===== src/rtl/frame_buffer_ctrl.sv =====
// Write-side controller for a double-buffered camera frame store.
// Camera pixels go into the write bank. Each completed frame is handed to the
// reader bank, but only when the reader has released that bank.
module frame_buffer_ctrl #(
    parameter int ADDR_WIDTH   = 18,
    parameter int FRAME_PIXELS = 76800
) (
    input  logic                  clk,
    input  logic                  rst_n,
    input  logic                  enable,
    input  logic                  cam_vsync,
    input  logic                  cam_pix_valid,
    input  logic [15:0]           cam_pix_data,
    output logic                  ram_wea,
    output logic [ADDR_WIDTH-1:0] ram_addra,
    output logic [15:0]           ram_dina,
    output logic                  rd_frame_valid,
    output logic                  rd_bank,
    input  logic                  rd_done,
    output logic [15:0]           frame_count,
    output logic [15:0]           drop_count,
    output logic [15:0]           short_count,
    output logic                  busy
);

    localparam int IW = ADDR_WIDTH - 1;
    localparam logic [IW-1:0] LAST_IDX = IW'(FRAME_PIXELS - 1);

    typedef enum logic [1:0] {
        IDLE,
        WAIT_VS,
        CAPTURE,
        PUBLISH
    } state_t;

    state_t                  state_q;
    logic                    wr_bank_q;
    logic                    rd_bank_q;
    logic                    rd_valid_q;
    logic                    wea_q;
    logic [ADDR_WIDTH-1:0]   addra_q;
    logic [15:0]             dina_q;
    logic [15:0]             frame_q;
    logic [15:0]             drop_q;
    logic [15:0]             short_q;
    logic                    vsync_q;
    logic [IW-1:0]           pix_idx_q;

    logic                    vs_rise;
    logic                    reader_free;
    logic [IW-1:0]           cur_idx;
    logic [IW-1:0]           pix_idx_d;

    // A fresh vsync edge restarts the frame, so any pixel that arrives with it
    // takes index 0. The reader bank may be reused if it was never claimed or
    // is being released in this same cycle.
    always_comb begin
        vs_rise     = cam_vsync & ~vsync_q;
        cur_idx     = vs_rise ? '0 : pix_idx_q;
        pix_idx_d   = cur_idx + 1'b1;
        reader_free = ~rd_valid_q | rd_done;
    end

    // Main capture FSM. It also holds the registered RAM write port, the bank
    // handshake and the statistics counters.
    always_ff @(posedge clk) begin
        if (!rst_n) begin
            state_q    <= IDLE;
            wr_bank_q  <= 1'b0;
            rd_bank_q  <= 1'b1;
            rd_valid_q <= 1'b0;
            wea_q      <= 1'b0;
            addra_q    <= '0;
            dina_q     <= '0;
            frame_q    <= '0;
            drop_q     <= '0;
            short_q    <= '0;
            vsync_q    <= 1'b0;
            pix_idx_q  <= '0;
        end else begin
            vsync_q <= cam_vsync;
            wea_q   <= 1'b0;
            if (rd_done) begin
                rd_valid_q <= 1'b0;
            end
            if (!enable) begin
                state_q   <= IDLE;
                pix_idx_q <= '0;
            end else begin
                case (state_q)
                    IDLE: begin
                        state_q <= WAIT_VS;
                    end
                    WAIT_VS: begin
                        if (vs_rise) begin
                            state_q   <= CAPTURE;
                            pix_idx_q <= '0;
                        end
                    end
                    CAPTURE: begin
                        if (vs_rise) begin
                            short_q   <= short_q + 16'd1;
                            pix_idx_q <= '0;
                        end
                        if (cam_pix_valid) begin
                            wea_q   <= 1'b1;
                            addra_q <= {wr_bank_q, cur_idx};
                            dina_q  <= cam_pix_data;
                            if (cur_idx == LAST_IDX) begin
                                state_q   <= PUBLISH;
                                pix_idx_q <= '0;
                            end else begin
                                pix_idx_q <= pix_idx_d;
                            end
                        end
                    end
                    PUBLISH: begin
                        state_q <= WAIT_VS;
                        if (reader_free) begin
                            rd_bank_q  <= wr_bank_q;
                            wr_bank_q  <= ~wr_bank_q;
                            rd_valid_q <= 1'b1;
                            frame_q    <= frame_q + 16'd1;
                        end else begin
                            drop_q <= drop_q + 16'd1;
                        end
                    end
                    default: begin
                        state_q <= IDLE;
                    end
                endcase
            end
        end
    end

    assign ram_wea        = wea_q;
    assign ram_addra      = addra_q;
    assign ram_dina       = dina_q;
    assign rd_frame_valid = rd_valid_q;
    assign rd_bank        = rd_bank_q;
    assign frame_count    = frame_q;
    assign drop_count     = drop_q;
    assign short_count    = short_q;
    assign busy           = (state_q == CAPTURE);

endmodule


===== config.mk =====
export PLATFORM = sky130hd
export DESIGN_NAME = frame_buffer_ctrl
export DESIGN_NICKNAME = d
export VERILOG_FILES = /design/src/rtl/frame_buffer_ctrl.sv
export SDC_FILE = /design/constraint.sdc
export NUM_CORES = 1
export LEC_CHECK = 0
export ABC_AREA = 1
export CAP_MARGIN = 30
export CORE_MARGIN = 2
export CORE_UTILIZATION = 50
export CTS_CLUSTER_SIZE = 20
export DETAILED_ROUTE_END_ITERATION = 16
export GPL_TIMING_DRIVEN = 0
export PLACE_DENSITY_LB_ADDON = 0.08
export RECOVER_POWER = 25
export SYNTH_ARGS = -nofsm -noshare
export SYNTH_HDL_FRONTEND = slang
export SYNTH_SLANG_ARGS = --single-unit

===== constraint.sdc =====
create_clock -name clk -period 2.7 [get_ports clk]
set_input_delay 0.81 -clock clk [delete_from_list [all_inputs] [get_ports clk]]
set_output_delay 0.81 -clock clk [all_outputs]
set_load 0.01 [all_outputs]

==> flow_summary.toml, run 1 <==
[clocking]
h-tree-depth = 3
clock_path_buffers = 2
clock_sinks = 106
cts_root_buffer = "clkbuf_8"
cts_tree = "built"
clk_pin_slew_ns = 0.11
cts_buffers = 9
cts_setup_buffers = 0
insertion_delay_ns = 0.37

[pwr]
peakVddDrop_v = 0.0002754
cellLeakagePower_uw = 0.002670
powerDensity_mw_per_mm2 = 429.2

[route]
wl_per_cell_um = 14.52
drt_drc_violations_left = 0
vias = 5252
viasPerCell = 5.278
routed_wl_um = 14440
dr.pass1.iters = 5
ant_nets = 0
first_iter_violations = 292

[logic_synthesis]
synthAdderAreaFrac_pct = 1.662
synth-edff-count = 0
synthXorXnorAreaFrac_pct = 1.329
synth_nets = 766
synth_area_leaders = "dfxtp_1 40%, nand2_1 8.2%, nor2_1 7.3%"
synth.most_common_cell = "nand2_1"
netlist_instances = 737
netlist_area_sq_mm = 0.005271
synth-seq-cells = 106
yosysTopAreaCell = "dfxtp_1"
synthTopCellsByCount = "115 x nand2_1, 106 x dfxtp_1, 102 x nor2_1"
synth.avg_cell_area_sq_um = 7.152
yosysUniqueCellTypes = 43
postSynth.asyncResetShare_pct = 0
synth_top_area_share_pct = 40.26
yosys.area_share.simple_pct = 33.42
yosysSeqAreaShare_pct = 40.26
ys.warnings.count = 0
ys.flop_type = "dfxtp_1"
synth_top_family_by_area = "simple AND/OR/NAND/NOR gates"
synth_mux_area_share_pct = 0
synth-compound-area-share_pct = 14.81

[placed_design]
place_ws_ns = -0.4010
gp_congestion = 0.9215
portBuffers = 106
placed_cell_area_sq_mm = 0.006502
hpwlAfterDp_um = 10780
dp_cells = 979

[floorplan]
die_area_sq_mm = 0.01138
row_count = 37
start_util_pct = 51.29
ios = 108
die_x_um = 106.7
core_sq_mm = 0.01028
die_h_um = 106.7

[global_route]
antenna_found_initial = 0
grt_max_degree = 20
overflow = 0
grt_first_pass_wirelength_um = 23670
grt_pass1_vias = 4913
grt.total_usage_pct = 25.81

[critical_path]
slowest_stage = "clkdlybuf4s50_1"
worstPathRequired_ns = 2.96
cp_num_buf_inv = 2
setup.worst_path.class = "input port to flop"
critPathMaxStageDelay_ns = 0.67
arrival_ns = 2.70
path_cells = "clkdlybuf4s50_1, nand2_4, clkinvlp_2, nand2_8, nor2_8, nand2_4, nor2_4, nand2_4, nor2_4, nand3_1, nand2_1, nor2_2"
crit_family = "simple AND/OR/NAND/NOR gates"
crit_path_frequent_cell = "nand2_4"
endpoint_kind = "flop"
critPathMaxFanout = 10
crit_path_start_kind = "input port"

[final_layout]
final_cells = 995
syn_to_final_growth_pct = 27.65
layout.nets = 883
design_area_sq_mm = 0.006729
layout-drive-gt1-share_pct = 9.313
diodes = 0

[sta]
tightestPinTransition_ns = 0.6756
final.setup.tns_ns = 0
hold_ws_ns = 0.4707
min_period_ns = 2.439
hold_viol_final = 0
clock_skew_ns = 0.009286
post-route-period-util_pct = 90.33
setup_violations = 0
maxSlewViolCount = 0
relSlewSlack_pct = 54.96
setup_slack_ns = 0.2611
rsz0062_at_grt = "false"
fmax_mhz = 410.0

[outcome]
status = "complete, no violations"

[worst_hold_path]
hold_path.class = "flop to flop"

[run]
maxCapViolations = 0
path summary, 6_finish.rpt:
| kind | from | to | slack, ns | depth (start not counted) |
|---|---|---|---|---|
| worst min-delay path | ram_addra[3] | ram_addra[3] | 0.47 | 2 |
| worst max-delay path | enable | frame_count[15] | 0.26 | 12 |
| worst max register to register | state_q[0] | short_count[10] | 0.57 | 8 |
| worst min register to register | ram_addra[3] | ram_addra[3] | 0.47 | 2 |
where the power goes:
part,leakage (uW),switching [uW],internal (uW),total (uW)
clock,0.000108,598,476,1070
sequential,0.000856,18.0,1580,1600
combinational,0.00171,135,78.5,214
cell type report:
class	count	area [sq um]
clock buffers	10	137.6
fillers	976	3548
repair buffers	106	1064
flip-flops and latches	106	2122
plain buffers	23	98.84
multi-input cells	516	2708
clock inverters	6	82.58
inverters	92	346.6
well taps	136	170.2
per-layer routing:
layer / vias up / part of all wire, % / track usage, % / routed length (um)
li1: 2634 / - / - / -
met1: 2421 / 44 / 34.70 / 6397
met2: 177 / 48 / 42.40 / 6875
met3: 20 / 6.5 / 5.228 / 932
met4: 0 / 1.6 / 6.865 / 238
met5: - / 0 / 0 / 0
cell usage in the layout, fill, tap and decap left out, types with 2 or more instances in the layout:
master             n
nand4_1           19
o21ai_0           72
a31oi_1            3
inv_6              2
inv_1             83
buf_2              4
a21oi_1           61
ha_1               7
nor3b_1            3
dlygate4sd3_1     26
clkbuf_8          10
nand3_1           42
nor2_2            10
o21a_1             2
nor2_1           101
nor3_1            19
nor2_4            11
inv_2              7
nand2_1          113
xor2_1             4
nor2_8             2
nand3_2            4
nand2_4            7
xnor2_1            4
o21ai_1            6
clkdlybuf4s50_1   79
clkbuf_1          18
nand3b_1           3
dfxtp_1          106
nand2_2            9
state kept, by name (all words and copies together) (netlist names):
register / flops
pix_idx_q: 17
rd_bank: 1
rd_frame_valid: 1
short_count: 16
state_q: 2
ram_wea: 1
drop_count: 16
vsync_q: 1
wr_bank_q: 1
frame_count: 16
ram_dina: 16
ram_addra: 18
timing repair:
item | in CTS | in global routing
setup endpoints to repair | 1 | 8
pin swaps | 0 | 1
hold buffers | 0 | 0
resized for setup | 1 | 6
hold endpoints to repair | 0 | 0
per-stage QoR:
stage	utilization [%]	total power [uW]
after floorplan	-	1749
after global placement	63.27	1844
after detailed placement	63.27	1846
after CTS	65.44	2896
after global routing	65.47	3004
final	65.47	2888
worst min-delay path: stages, from the launching register on:
cell	delay [ns]
dfxtp_1	0.33
nand2_1	0.06
a21oi_1	0.05
cell families (layout without fill, tap and decap cells):
family,count (synthesis),count (layout)
buffers and inverters,115,237
AO/OA/AOI/OAI,150,150
XOR/XNOR,8,8
adder cells (fa/ha/maj),7,7
flip-flops,106,106
AND/OR/NAND/NOR,351,351
Note: power is estimated with default switching activity, not from simulation.
==> inputs of run 2 (changes only) <==
CTS_CLUSTER_DIAMETER = 120   (was default)
SKIP_CTS_REPAIR_TIMING = 1   (was default)
==> run 2 against run 1 <==
Maximum frequency rose by 0.27%. Register-to-register slack about the same. Largest power group unchanged. Clock skew about the same. Die area stayed put. Critical path depth did not move.
==> flow_summary.toml, run 2 (synthesis gave the netlist of run 1 again) <==
[sta]
relSlewSlack_pct = 54.64
final.setup.tns_ns = 0
clock_skew_ns = 0.009536
tightestPinTransition_ns = 0.6805
rsz0062_at_grt = "false"
setup_violations = 0
min_period_ns = 2.432
hold_viol_final = 0
setup_slack_ns = 0.2676
post-route-period-util_pct = 90.09
fmax_mhz = 411.1
maxSlewViolCount = 0

[final_layout]
layout-drive-gt1-share_pct = 9.313
largest_register_ffs = 18
final_common_cell = "nand2_1"
layout_common_cells = "113 x nand2_1, 106 x dfxtp_1, 101 x nor2_1"
layout.nets = 883
diodes = 0
syn_to_final_growth_pct = 27.65

[clocking]
clk_pin_slew_ns = 0.11
cts_root_buffer = "clkbuf_8"
insertion_delay_ns = 0.37
h-tree-depth = 3
clock_path_buffers = 2
clock_sinks = 106
cts_tree = "built"
cts_buffers = 9

[pwr]
cellLeakagePower_uw = 0.002670
peakVddDrop_v = 0.0002757
power_uw = 2893
powerDensity_mw_per_mm2 = 429.9

[placed_design]
place_ws_ns = -0.4010
portBuffers = 106
hpwlAfterDp_um = 10780
gp_congestion = 0.9215

[outcome]
status = "complete, no violations"

[floorplan]
start_util_pct = 51.29
ios = 108
core_sq_mm = 0.01028
die_x_um = 106.7
row_count = 37
die_h_um = 106.7
die_area_sq_mm = 0.01138

[run]
maxCapViolations = 0

[global_route]
grt.busiest_layer = "met2"
grt.total_usage_pct = 25.81
grt_first_pass_wirelength_um = 23680
grtUsageMet2_pct = 42.40
antenna_found_initial = 0
use_met1_pct = 34.70
met3_usage_pct = 5.228
overflow = 0
grt_pass1_vias = 4913
grt_max_degree = 20

[route]
wl_per_cell_um = 14.50
viasPerCell = 5.263
vias = 5237
ant_nets = 0
first_iter_violations = 296
routed_wl_um = 14430
dr.pass1.iters = 5
drt_drc_violations_left = 0

[critical_path]
crit_path_start_kind = "input port"
critPathMaxStageDelay_ns = 0.67
endpoint_kind = "flop"
critPathMaxFanout = 10
path_cells = "clkdlybuf4s50_1, nand2_4, clkinvlp_2, nand2_8, nor2_8, nand2_4, nor2_4, nand2_4, nor2_4, nand3_1, nand2_1, nor2_2"
slowest_stage = "clkdlybuf4s50_1"
setup.worst_path.class = "input port to flop"
crit_path_frequent_cell = "nand2_4"
worstPathRequired_ns = 2.96
arrival_ns = 2.70

[worst_hold_path]
hold_path.class = "flop to flop"
run 2: cell counts in the layout (fill, tap and decap cells not counted):
No cell type changed its count.
run 2: worst paths after layout:
kind | start | end | slack (ns) | cells after the start
max reg2reg | state_q[1] | short_count[10] | 0.57 | 7
min | ram_addra[3] | ram_addra[3] | 0.47 | 2
min reg2reg | ram_addra[3] | ram_addra[3] | 0.47 | 2
max | enable | frame_count[15] | 0.27 | 12
run 2: routing by layer:
layer	vias to the layer above	wire length (um)
met2	182	6822
met3	20	949
met5	-	0
met4	0	235
met1	2396	6422
li1	2639	-
run 2: layout make-up:
| cell class | instances | area [sq um] |
|---|---|---|
| Sequential cell | 106 | 2122 |
| Clock inverter | 6 | 82.58 |
| Tap cell | 136 | 170.2 |
| Multi-Input combinational cell | 516 | 2708 |
| Buffer | 23 | 98.84 |
| Timing Repair Buffer | 106 | 1064 |
| Inverter | 92 | 346.6 |
| Clock buffer | 10 | 137.6 |
| Fill cell | 976 | 3548 |
run 2: worst max-delay path, delay by kind of cell:
| family | cells | cell delay, ns |
|---|---|---|
| simple gates | 10 | 0.99 |
| buf+inv | 2 | 0.89 |
run 2: report_power, final:
part	internal, uW	switching [uW]	total, uW
registers	1580	17.9	1600
logic	78.5	135	213
clock network	476	604	1080
run 2: stage by stage:
step	hold WS (ns)	instances	instance area, sq um	utilization, %
2_1_floorplan	0.4446	737	5271	-
3_3_place_gp	0.4575	979	6502	63.27
3_5_place_dp	0.4545	979	6502	63.27
4_1_cts	0.4730	995	6723	65.41
5_1_grt	0.5132	995	6729	65.47
6_report	0.4703	995	6729	65.47
==> inputs of run 3 (changes only) <==
ABC_AREA = 0   (was 1)
==> run 3 against run 2 <==
Sequential cell count is the same. Largest cell class unchanged. Maximum frequency fell by 1.9%. Sequential share of layout area grew 1.1 points. Critical path type unchanged. Non-clock buffer count grew 13. Sequential power is essentially flat. Critical endpoint is now pix_idx_q[9].
==> flow_summary.toml, run 3 <==
[outcome]
status = "complete, no violations"

[floorplan]
die_area_sq_mm = 0.01080
row_count = 36
start_util_pct = 51.32
core_sq_mm = 0.009729
die_h_um = 103.9
die_x_um = 103.9
ios = 108

[logic_synthesis]
synth-seq-cells = 106
synth_area_leaders = "dfxtp_1 42%, nand2_1 7.4%, and2_1 5.8%"
synth_nets = 599
synth.most_common_cell = "dfxtp_1"
synth-edff-count = 0
synth-compound-area-share_pct = 11.83
netlist_area_sq_mm = 0.004994
postSynth.asyncResetShare_pct = 0
netlist_instances = 570
synthXorXnorAreaFrac_pct = 7.367
synthAdderAreaFrac_pct = 1.754
yosysTopAreaCell = "dfxtp_1"
synth_top_area_share_pct = 42.50
ys.flop_type = "dfxtp_1"
synthTopCellsByCount = "106 x dfxtp_1, 99 x nand2_1, 46 x and2_1"
ys.warnings.count = 0
synth_mux_area_share_pct = 0.8018
yosysSeqAreaShare_pct = 42.50
synth.avg_cell_area_sq_um = 8.761
synth_top_family_by_area = "simple AND/OR/NAND/NOR gates"
yosys.area_share.simple_pct = 31.37
yosysUniqueCellTypes = 58

[pwr]
seqPwrFrac_pct = 59.9
p_switching_uw = 629.0
cellLeakagePower_uw = 0.002340
power.internal_uw = 1995
combPwrFrac_pct = 6.3
clock_power_share_pct = 33.8
peakVddDrop_v = 0.0002261
netSwitchingFraction_pct = 23.97
powerDensity_mw_per_mm2 = 404.1

[sta]
rsz0062_at_grt = "false"
min_period_ns = 2.480
fmax_mhz = 403.3
maxSlewViolCount = 0
setup_slack_ns = 0.2203
hold_viol_final = 0
final.setup.tns_ns = 0
tightestPinTransition_ns = 0.7707
clock_skew_ns = 0.01428
post-route-period-util_pct = 91.84
relSlewSlack_pct = 48.23
setup_violations = 0

[critical_path]
endpoint_kind = "flop"
arrival_ns = 2.77
crit_path_start_kind = "input port"
worstPathRequired_ns = 2.99
critPathMaxFanout = 7
setup.worst_path.class = "input port to flop"

[final_layout]
fin_util_pct = 66.74
seq_area_sq_mm = 0.002122
largest_register_ffs = 18
layout-drive-gt1-share_pct = 7.349
final_cells = 827
final_common_cell = "dfxtp_1"
layout_common_cells = "106 x dfxtp_1, 99 x nand2_1, 78 x clkdlybuf4s50_1"
layout.nets = 720
fill_cells = 847
diodes = 0
syn_to_final_growth_pct = 30.04
multiInputGateArea_sq_mm = 0.002720

[route]
first_iter_violations = 220
routed_wl_um = 12180
viasPerCell = 5.385
vias = 4453
ant_nets = 0
wl_met2_um = 5606
drt_drc_violations_left = 0
route.met3.wl_um = 785
top_layer = "met4"
wl_met1_um = 5520
wl_per_cell_um = 14.73
dr.pass1.iters = 5

[global_route]
grt.total_usage_pct = 22.44
grt_pass1_vias = 4168
antenna_found_initial = 0
grt_first_pass_wirelength_um = 19930
overflow = 0
grt_max_degree = 17

[clocking]
cts_tree = "built"
cts_root_buffer = "clkbuf_8"
insertion_delay_ns = 0.37
cts_buffers = 9
h-tree-depth = 3
clk_pin_slew_ns = 0.09
clock_sinks = 106
clock_path_buffers = 2

[placed_design]
portBuffers = 106
dp_cells = 809
hpwlAfterDp_um = 8852
gp_congestion = 0.9147
place_ws_ns = -0.8616

[worst_hold_path]
hold_path.class = "flop to flop"

[run]
maxCapViolations = 0
-- run 3: cell count changes after synthesis, sizes merged, moves of 12 or more --
cell and change:
nor2 -112, inv -81, o21ai -62, a21oi -51
and2 +46, a21boi +36, nand2 -31, xnor2 +22
xor2 +12
-- run 3: kinds of logic (layout without fill, tap and decap cells) --
group | count (synthesis) | count (layout)
buffers and inverters | 42 | 166
AO/OA/AOI/OAI | 87 | 87
multiplexers | 4 | 4
XOR/XNOR | 42 | 42
AND/OR/NAND/NOR | 282 | 282
flip-flops | 106 | 106
adder cells (fa/ha/maj) | 7 | 7
-- run 3: final timing paths --
check	from	to	slack (ns)	cells after the start
max	cam_pix_valid	pix_idx_q[9]	0.22	6
min reg2reg	ram_dina[14]	ram_dina[14]	0.46	2
min	ram_dina[14]	ram_dina[14]	0.46	2
max reg2reg	state_q[0]	short_count[15]	0.54	8
-- run 3: worst max-delay path: stages --
cell	delay (ns)
dlygate4sd3_1	0.71
nand4_2	0.19
nor4_2	0.42
nand3_1	0.16
or3_1	0.33
a31oi_1	0.15
-- run 3: layout make-up --
type	count	area share, %
flip-flops and latches	106	32.68
clock buffers	11	2.177
repair buffers	110	16.84
inverters	10	0.5780
plain buffers	32	2.890
clock inverters	3	0.3854
multi-input cells	422	41.89
well taps	133	2.563
-- run 3: power groups by stage --
stage	clock (uW)	sequential [uW]	combinational, uW
2_1_floorplan	0	1610	84.8
3_3_place_gp	0	1610	156
3_5_place_dp	0	1610	157
4_1_cts	919	1570	158
5_1_grt	971	1570	179
6_report	887	1570	166
-- run 3: per-stage QoR --
stage,area [sq um],total power [uW],hold WS (ns)
2_1_floorplan,5001,1693,0.4656
3_3_place_gp,6228,1764,0.4495
3_5_place_dp,6228,1765,0.4568
4_1_cts,6395,2648,0.4696
5_1_grt,6494,2722,0.4913
6_report,6494,2624,0.4638
-- run 3: routing by layer --
layer | up-vias | track usage (%)
li1 | 2205 | -
met1 | 2079 | 28.93
met2 | 147 | 35.90
met3 | 22 | 5.013
met4 | 0 | 10.33
met5 | - | 0
